File: src/rtl/dircc_multi_receive_handler.sv
// Multi-port receive handler for a DIRCC graph node.
// Round-robin arbitration over NUM_PORTS packet streams, a one-deep capture register
// (stage 1), and a weighted accumulate step (stage 2) that sorts packets into the
// current or next timestep window. advance drains the pipeline and steps time; done
// latches once the final timestep has collected all expected neighbour packets.
//
// Ports:
//   clk, reset_n                     clock, async active-low reset
//   in_valid/in_ready                per-port handshake (in_ready is the one-hot grant)
//   in_data/in_t/in_weight           per-port packed payload, timestamp, edge weight
//   cfg_max_time, cfg_neighbour_count  final timestep, packets expected per timestep
//   advance, clear                   time-step request, synchronous return to reset state
//   cur_t, seen_now/next, acc_now/next  time and per-window counters/accumulators
//   err_count, busy, done            dropped packets, pipeline occupied, finished
module dircc_multi_receive_handler #(
   parameter int unsigned NUM_PORTS = 4,
   parameter int unsigned DATA_W    = 16,
   parameter int unsigned WEIGHT_W  = 8,
   parameter int unsigned ACC_W     = 32,
   parameter int unsigned T_W       = 16,
   parameter int unsigned CNT_W     = 8,
   parameter int unsigned SATURATE  = 1
) (
   input  logic                          clk,
   input  logic                          reset_n,
   input  logic [NUM_PORTS-1:0]          in_valid,
   output logic [NUM_PORTS-1:0]          in_ready,
   input  logic [NUM_PORTS*DATA_W-1:0]   in_data,
   input  logic [NUM_PORTS*T_W-1:0]      in_t,
   input  logic [NUM_PORTS*WEIGHT_W-1:0] in_weight,
   input  logic [T_W-1:0]                cfg_max_time,
   input  logic [CNT_W-1:0]              cfg_neighbour_count,
   input  logic                          advance,
   input  logic                          clear,
   output logic [T_W-1:0]                cur_t,
   output logic [CNT_W-1:0]              seen_now,
   output logic [CNT_W-1:0]              seen_next,
   output logic signed [ACC_W-1:0]       acc_now,
   output logic signed [ACC_W-1:0]       acc_next,
   output logic [15:0]                   err_count,
   output logic                          busy,
   output logic                          done
);

   localparam int unsigned RR_W   = (NUM_PORTS > 1) ? $clog2(NUM_PORTS) : 1;
   localparam int unsigned PROD_W = DATA_W + WEIGHT_W;
   localparam logic signed [ACC_W-1:0] AccMax = {1'b0, {(ACC_W-1){1'b1}}};
   localparam logic signed [ACC_W-1:0] AccMin = {1'b1, {(ACC_W-1){1'b0}}};

   typedef enum logic [1:0] {StRun, StDrain, StDone} state_e;

   state_e                     state_q, state_d;
   logic [RR_W-1:0]            rr_q, rr_d;
   logic                       s1_valid_q, s1_valid_d;
   logic signed [DATA_W-1:0]   s1_data_q, s1_data_d;
   logic [T_W-1:0]             s1_t_q, s1_t_d;
   logic signed [WEIGHT_W-1:0] s1_weight_q, s1_weight_d;
   logic [T_W-1:0]             cur_t_q, cur_t_d;
   logic [CNT_W-1:0]           seen_now_q, seen_now_d, seen_next_q, seen_next_d;
   logic signed [ACC_W-1:0]    acc_now_q, acc_now_d, acc_next_q, acc_next_d;
   logic [15:0]                err_q, err_d;

   logic [NUM_PORTS-1:0]       grant;
   logic [RR_W-1:0]            grant_idx;
   logic [RR_W-1:0]            scan_ptr;
   logic                       grant_found;
   logic                       xfer;
   logic                       upd, step;
   logic signed [PROD_W-1:0]   product;
   logic signed [ACC_W-1:0]    prod_ext;

   function automatic logic signed [ACC_W-1:0] acc_add(input logic signed [ACC_W-1:0] a,
                                                       input logic signed [ACC_W-1:0] b);
      logic [ACC_W:0] sum;
      sum = {a[ACC_W-1], a} + {b[ACC_W-1], b};
      // Top two bits differ only on signed overflow.
      if (SATURATE != 0 && sum[ACC_W] != sum[ACC_W-1]) return sum[ACC_W] ? AccMin : AccMax;
      return sum[ACC_W-1:0];
   endfunction

   function automatic logic [CNT_W-1:0] cnt_inc(input logic [CNT_W-1:0] c);
      return (&c) ? c : c + 1'b1;
   endfunction

   // Round-robin: first asserted valid at or after rr_q.
   always_comb begin
      grant       = '0;
      grant_idx   = '0;
      grant_found = 1'b0;
      scan_ptr    = '0;
      for (int unsigned i = 0; i < NUM_PORTS; i++) begin
         scan_ptr = RR_W'((32'(rr_q) + i) % NUM_PORTS);
         if (!grant_found && in_valid[scan_ptr]) begin
            grant_found     = 1'b1;
            grant[scan_ptr] = 1'b1;
            grant_idx       = scan_ptr;
         end
      end
   end

   // Gating on reset_n and clear keeps a packet from handshaking and then being lost.
   assign in_ready = (state_q == StRun && reset_n && !clear) ? grant : '0;
   assign xfer     = |in_ready;

   // Stage 2 works directly on the stage-1 register, so it is occupied exactly when
   // stage 1 holds a packet.
   assign product  = s1_data_q * s1_weight_q;
   assign prod_ext = ACC_W'(product);

   always_comb begin
      state_d     = state_q;
      rr_d        = rr_q;
      s1_valid_d  = xfer;
      s1_data_d   = s1_data_q;
      s1_t_d      = s1_t_q;
      s1_weight_d = s1_weight_q;
      cur_t_d     = cur_t_q;
      seen_now_d  = seen_now_q;
      seen_next_d = seen_next_q;
      acc_now_d   = acc_now_q;
      acc_next_d  = acc_next_q;
      err_d       = err_q;
      upd         = 1'b0;
      step        = 1'b0;

      for (int unsigned i = 0; i < NUM_PORTS; i++) begin
         if (in_ready[i]) begin
            s1_data_d   = in_data[i*DATA_W +: DATA_W];
            s1_t_d      = in_t[i*T_W +: T_W];
            s1_weight_d = in_weight[i*WEIGHT_W +: WEIGHT_W];
         end
      end
      if (xfer) rr_d = (32'(grant_idx) == NUM_PORTS - 1) ? '0 : grant_idx + 1'b1;

      if (state_q != StDone) begin
         if (s1_valid_q) begin
            upd = 1'b1;
            if (s1_t_q == cur_t_q) begin
               seen_now_d = cnt_inc(seen_now_q);
               acc_now_d  = acc_add(acc_now_q, prod_ext);
            end else if (s1_t_q == cur_t_q + T_W'(1)) begin
               seen_next_d = cnt_inc(seen_next_q);
               acc_next_d  = acc_add(acc_next_q, prod_ext);
            end else begin
               err_d = (&err_q) ? err_q : err_q + 16'd1;
            end
         end else if (state_q == StDrain) begin
            step        = 1'b1;
            cur_t_d     = cur_t_q + T_W'(1);
            seen_now_d  = seen_next_q;
            acc_now_d   = acc_next_q;
            seen_next_d = '0;
            acc_next_d  = '0;
            state_d     = StRun;
         end
         if (state_q == StRun && advance) state_d = StDrain;
         if ((upd || step) && cur_t_d == cfg_max_time && seen_now_d == cfg_neighbour_count)
            state_d = StDone;
      end

      if (clear) begin
         state_d     = StRun;
         rr_d        = '0;
         s1_valid_d  = 1'b0;
         cur_t_d     = '0;
         seen_now_d  = '0;
         seen_next_d = '0;
         acc_now_d   = '0;
         acc_next_d  = '0;
         err_d       = '0;
      end
   end

   always_ff @(posedge clk or negedge reset_n) begin
      if (!reset_n) begin
         state_q     <= StRun;
         rr_q        <= '0;
         s1_valid_q  <= 1'b0;
         s1_data_q   <= '0;
         s1_t_q      <= '0;
         s1_weight_q <= '0;
         cur_t_q     <= '0;
         seen_now_q  <= '0;
         seen_next_q <= '0;
         acc_now_q   <= '0;
         acc_next_q  <= '0;
         err_q       <= '0;
      end else begin
         state_q     <= state_d;
         rr_q        <= rr_d;
         s1_valid_q  <= s1_valid_d;
         s1_data_q   <= s1_data_d;
         s1_t_q      <= s1_t_d;
         s1_weight_q <= s1_weight_d;
         cur_t_q     <= cur_t_d;
         seen_now_q  <= seen_now_d;
         seen_next_q <= seen_next_d;
         acc_now_q   <= acc_now_d;
         acc_next_q  <= acc_next_d;
         err_q       <= err_d;
      end
   end

   assign cur_t     = cur_t_q;
   assign seen_now  = seen_now_q;
   assign seen_next = seen_next_q;
   assign acc_now   = acc_now_q;
   assign acc_next  = acc_next_q;
   assign err_count = err_q;
   assign busy      = s1_valid_q;
   assign done      = (state_q == StDone);

endmodule

File: config.mk
export PLATFORM = sky130hd
export DESIGN_NAME = dircc_multi_receive_handler
export DESIGN_NICKNAME = d
export VERILOG_FILES = /design/src/rtl/dircc_multi_receive_handler.sv
export SDC_FILE = /design/constraint.sdc
export NUM_CORES = 1
export LEC_CHECK = 0
export CORE_MARGIN = 2
export CORE_UTILIZATION = 60
export DETAILED_ROUTE_END_ITERATION = 10
export GPL_TIMING_DRIVEN = 0
export PLACE_DENSITY_LB_ADDON = 0.1
export REMOVE_ABC_BUFFERS = 1
export SYNTH_ARGS = -nofsm -noshare
export SYNTH_HDL_FRONTEND = slang
export SYNTH_SLANG_ARGS = --single-unit
File: constraint.sdc
create_clock -name clk -period 22.1 [get_ports clk]
set_input_delay 4.42 -clock clk [delete_from_list [all_inputs] [get_ports clk]]
set_output_delay 4.42 -clock clk [all_outputs]
set_load 0.05 [all_outputs]
==> metrics.txt <==
setup ws final 9.76 ns; FF-to-FF path depth 27; Post-route DRC 0; I/O pin count 310; Critical Path Slowest Stage Cell clkdlybuf4s50_1; Clk Latency, worst-skew pair 0.45 ns; filler instances 2215; startpoint types input pin; max incr delay on CP 0.84 ns; initial antenna violation count 0; Synth async-reset ratio 100%; Syn Inst Count 2159; Critical Path Sink Type primary output; unrepaired setup endpoints after global routing false; Hold Crit Start s1_t_q[4]; CP Cell Sequence clkdlybuf4s50_1 -> mux4_2 -> nor2b_1 -> a222oi_1 -> a21oi_4 -> buf_12 -> clkdlybuf4s50_1; pre-CTS setup slack 9.77 ns; number of synthesized flops with an enable pin 0; Die Y 177 microns; Unique masters post-synth 85; Row Count 63; pin count of the biggest net entering global routing 117; Final ANT Viol Nets 0; Root Driver clkbuf_16; final slew viol count 0; # Max-Cap Violations 0; Hold Vio Cnt, Final 0; Setup CP Type input pin to primary output; core footprint 29500 sq um; vias per cell 6.06; CTS Buffer Depth 2; H-tree levels 4; CTS Sinks 157; hold-fix buffers at CTS 0; total gr overflow 0; critical path depth in cells 7; first-pass GRT wire length 80900 microns; CTS tree done; CTS Buf Count 17; drt first pass iters 6; routed via count 17.0k; Synthesis Warnings 0; Total GRT Usage 32.2%; Req. time, crit path 17.68 ns; CP top delay family buffers and inverters; area grow syn2layout 22.9%; Hold/Removal Path Class register to register; Mapped Avg Cell Area 8.29 sq um; cts repair resizes 0; area of the multi-input gates 13000 sq um; drt wl/cell 18.0 microns; Setup Viol. Count Final 0; Layout Skew 0.0126 ns; ratio of cells with drive above 1 in the final layout 4.02%; DRT Wirelength 50500 microns; Routability Congestion 0.957; Worst Hold Depth 2; Post-CTS Setup Bufs 0; fin nets 2819; antenna cells 0; Fmax 81.1 MHz; Critical Path Most Common Cell clkdlybuf4s50_1; Initial Utilization 60.7%; fin crit share 55.8%; actual slew at the worst max-slew pin 1.34 ns; Detailed Route Iter0 Violations 1205; crit path max fanout 25; Crit path arrival time 7.92 ns; status finished, final reports clean; register area 3930 sq um; Top FF cell, synth dfrtp_1; worst setup path startpoint in_valid[3]; Post-Syn Area 17900 sq um; port bufs 309; Buf/Inv on CP 3; Seq cells post-synth 157; vias in the first global route 16.3k; Seq/Total Area, Yosys 21.9%; DP HPWL 39300 microns; r2r startpoint s1_weight_q[7]; max_slew headroom 10.8%; clock period minus worst slack 12.34 ns; Die X 177 microns; Clock Pin Slew Worst Setup and Hold Paths 0.07 ns; die area 31200 sq um
-- path summary, 6_finish.rpt --
kind                       slack, ns            end
max                             9.76    in_ready[1]
max reg2reg                    12.74    acc_now[14]
min                             0.50      s1_t_q[4]
min reg2reg                     0.50      s1_t_q[4]
min in group asynchronous       3.84   seen_next[1]
max in group asynchronous      17.33  s1_data_q[11]
-- kinds of logic after synthesis --
| logic type | synth area share [%] |
|---|---|
| compound gates | 19.9 |
| xor+xnor | 7.58 |
| fa+ha+maj | 20.3 |
| buf+inv | 6.02 |
| flops | 21.9 |
| mux | 4.03 |
| simple gates | 20.2 |
-- cell type report --
cell class                      instances  share of cell area (%)
Clock buffer                           18                    2.00
Sequential cell                       157                    17.9
Inverter                              169                    2.88
Multi-Input combinational cell       1728                    59.1
Clock inverter                         14                   0.779
Tap cell                              390                    2.22
Timing Repair Buffer                  327                    15.2
-- synthesized netlist by cell type, drive strengths merged (5+ instances only) --
library cell / count / area [sq um]
xnor2: 96 / 848
dfrtp: 157 / 3930
xor2: 53 / 464
and2: 105 / 657
and4: 9 / 78.8
o21ai: 122 / 611
o21a: 12 / 90.1
nor3: 27 / 135
nand3b: 6 / 45.0
fa: 105 / 2100
buf: 22 / 131
nor2b: 26 / 163
clkbuf: 83 / 313
nand2b: 24 / 150
nand3: 36 / 180
a21o: 53 / 398
a31o: 5 / 43.8
o21bai: 8 / 60.1
mux2: 11 / 124
a21oi: 166 / 835
a211o: 17 / 149
nor2: 199 / 747
mux2i: 53 / 531
o31ai: 19 / 143
o311ai: 5 / 43.8
a2111oi: 7 / 67.6
inv: 168 / 631
nor4: 18 / 119
and3: 24 / 150
a31oi: 19 / 119
or4: 8 / 63.8
nand2: 183 / 687
o211ai: 11 / 82.6
nand4: 32 / 221
o22a: 12 / 105
a211oi: 51 / 383
or3: 15 / 93.8
ha: 122 / 1530
-- registers in the layout (all words and copies together), names as in the netlist --
name and count:
acc_next 32, acc_now 32, cur_t 16, err_count 16
s1_data_q 16, s1_t_q 16, s1_weight_q 8, seen_next 8
seen_now 8, rr_q 2, state_q 2, busy 1
-- cells in the final DEF (no fill, tap or decap), types with 6 or more instances in the layout --
cell and n:
inv_1 168, or3_1 15, o31ai_1 19, nand3b_1 6, a211o_1 17, mux2i_1 53
o21bai_1 8, nand4_1 30, and3_1 24, fa_1 105, clkdlybuf4s50_1 307, o211ai_1 11
and4_1 9, nor3_1 27, nand2_1 183, inv_6 6, a21o_1 52, a2111oi_0 6
nor2_1 198, mux2_2 11, nand3_1 36, clkbuf_16 17, xnor2_1 94, nor4_1 15
a31oi_1 19, nor2b_1 26, a211oi_1 50, o21a_1 12, and2_1 105, or4_1 7
xor2_1 53, dfrtp_1 157, o21ai_0 121, buf_4 8, o22a_1 12, nand2b_1 24
ha_1 122, buf_12 6, a21oi_1 161
-- tightest hold or removal path: cells and delay by family (launching register included) --
| kind | cells | cell delay (ns) |
|---|---|---|
| flops | 1 | 0.36 |
| simple gates | 1 | 0.05 |
| compound gates | 1 | 0.06 |
-- layer usage --
layer | share of wire (%) | GRT usage [%] | wire length (microns)
met5 | 0 | 0 | 0
met4 | 2.0 | 9.13 | 1010
met3 | 7.1 | 4.36 | 3580
met2 | 48 | 53.7 | 24300
met1 | 43 | 43.9 | 21500
-- per-stage QoR --
step | setup TNS, ns | util (%) | hold slack (ns) | cells | instance area [sq um]
finish | 0 | 74.6 | 0.504 | 2803 | 22000
global route | 0 | 74.6 | 0.534 | 2803 | 22000
detailed placement | 0 | 72.5 | 0.490 | 2771 | 21400
floorplan | 0 | - | 0.469 | 2054 | 17500
CTS | 0 | 74.6 | 0.506 | 2803 | 22000
global placement | -74.98 | 71.4 | 0.486 | 2753 | 21000
Power is not shown: default switching activity piles up to over one toggle a cycle in this logic, so the estimate is an artifact.
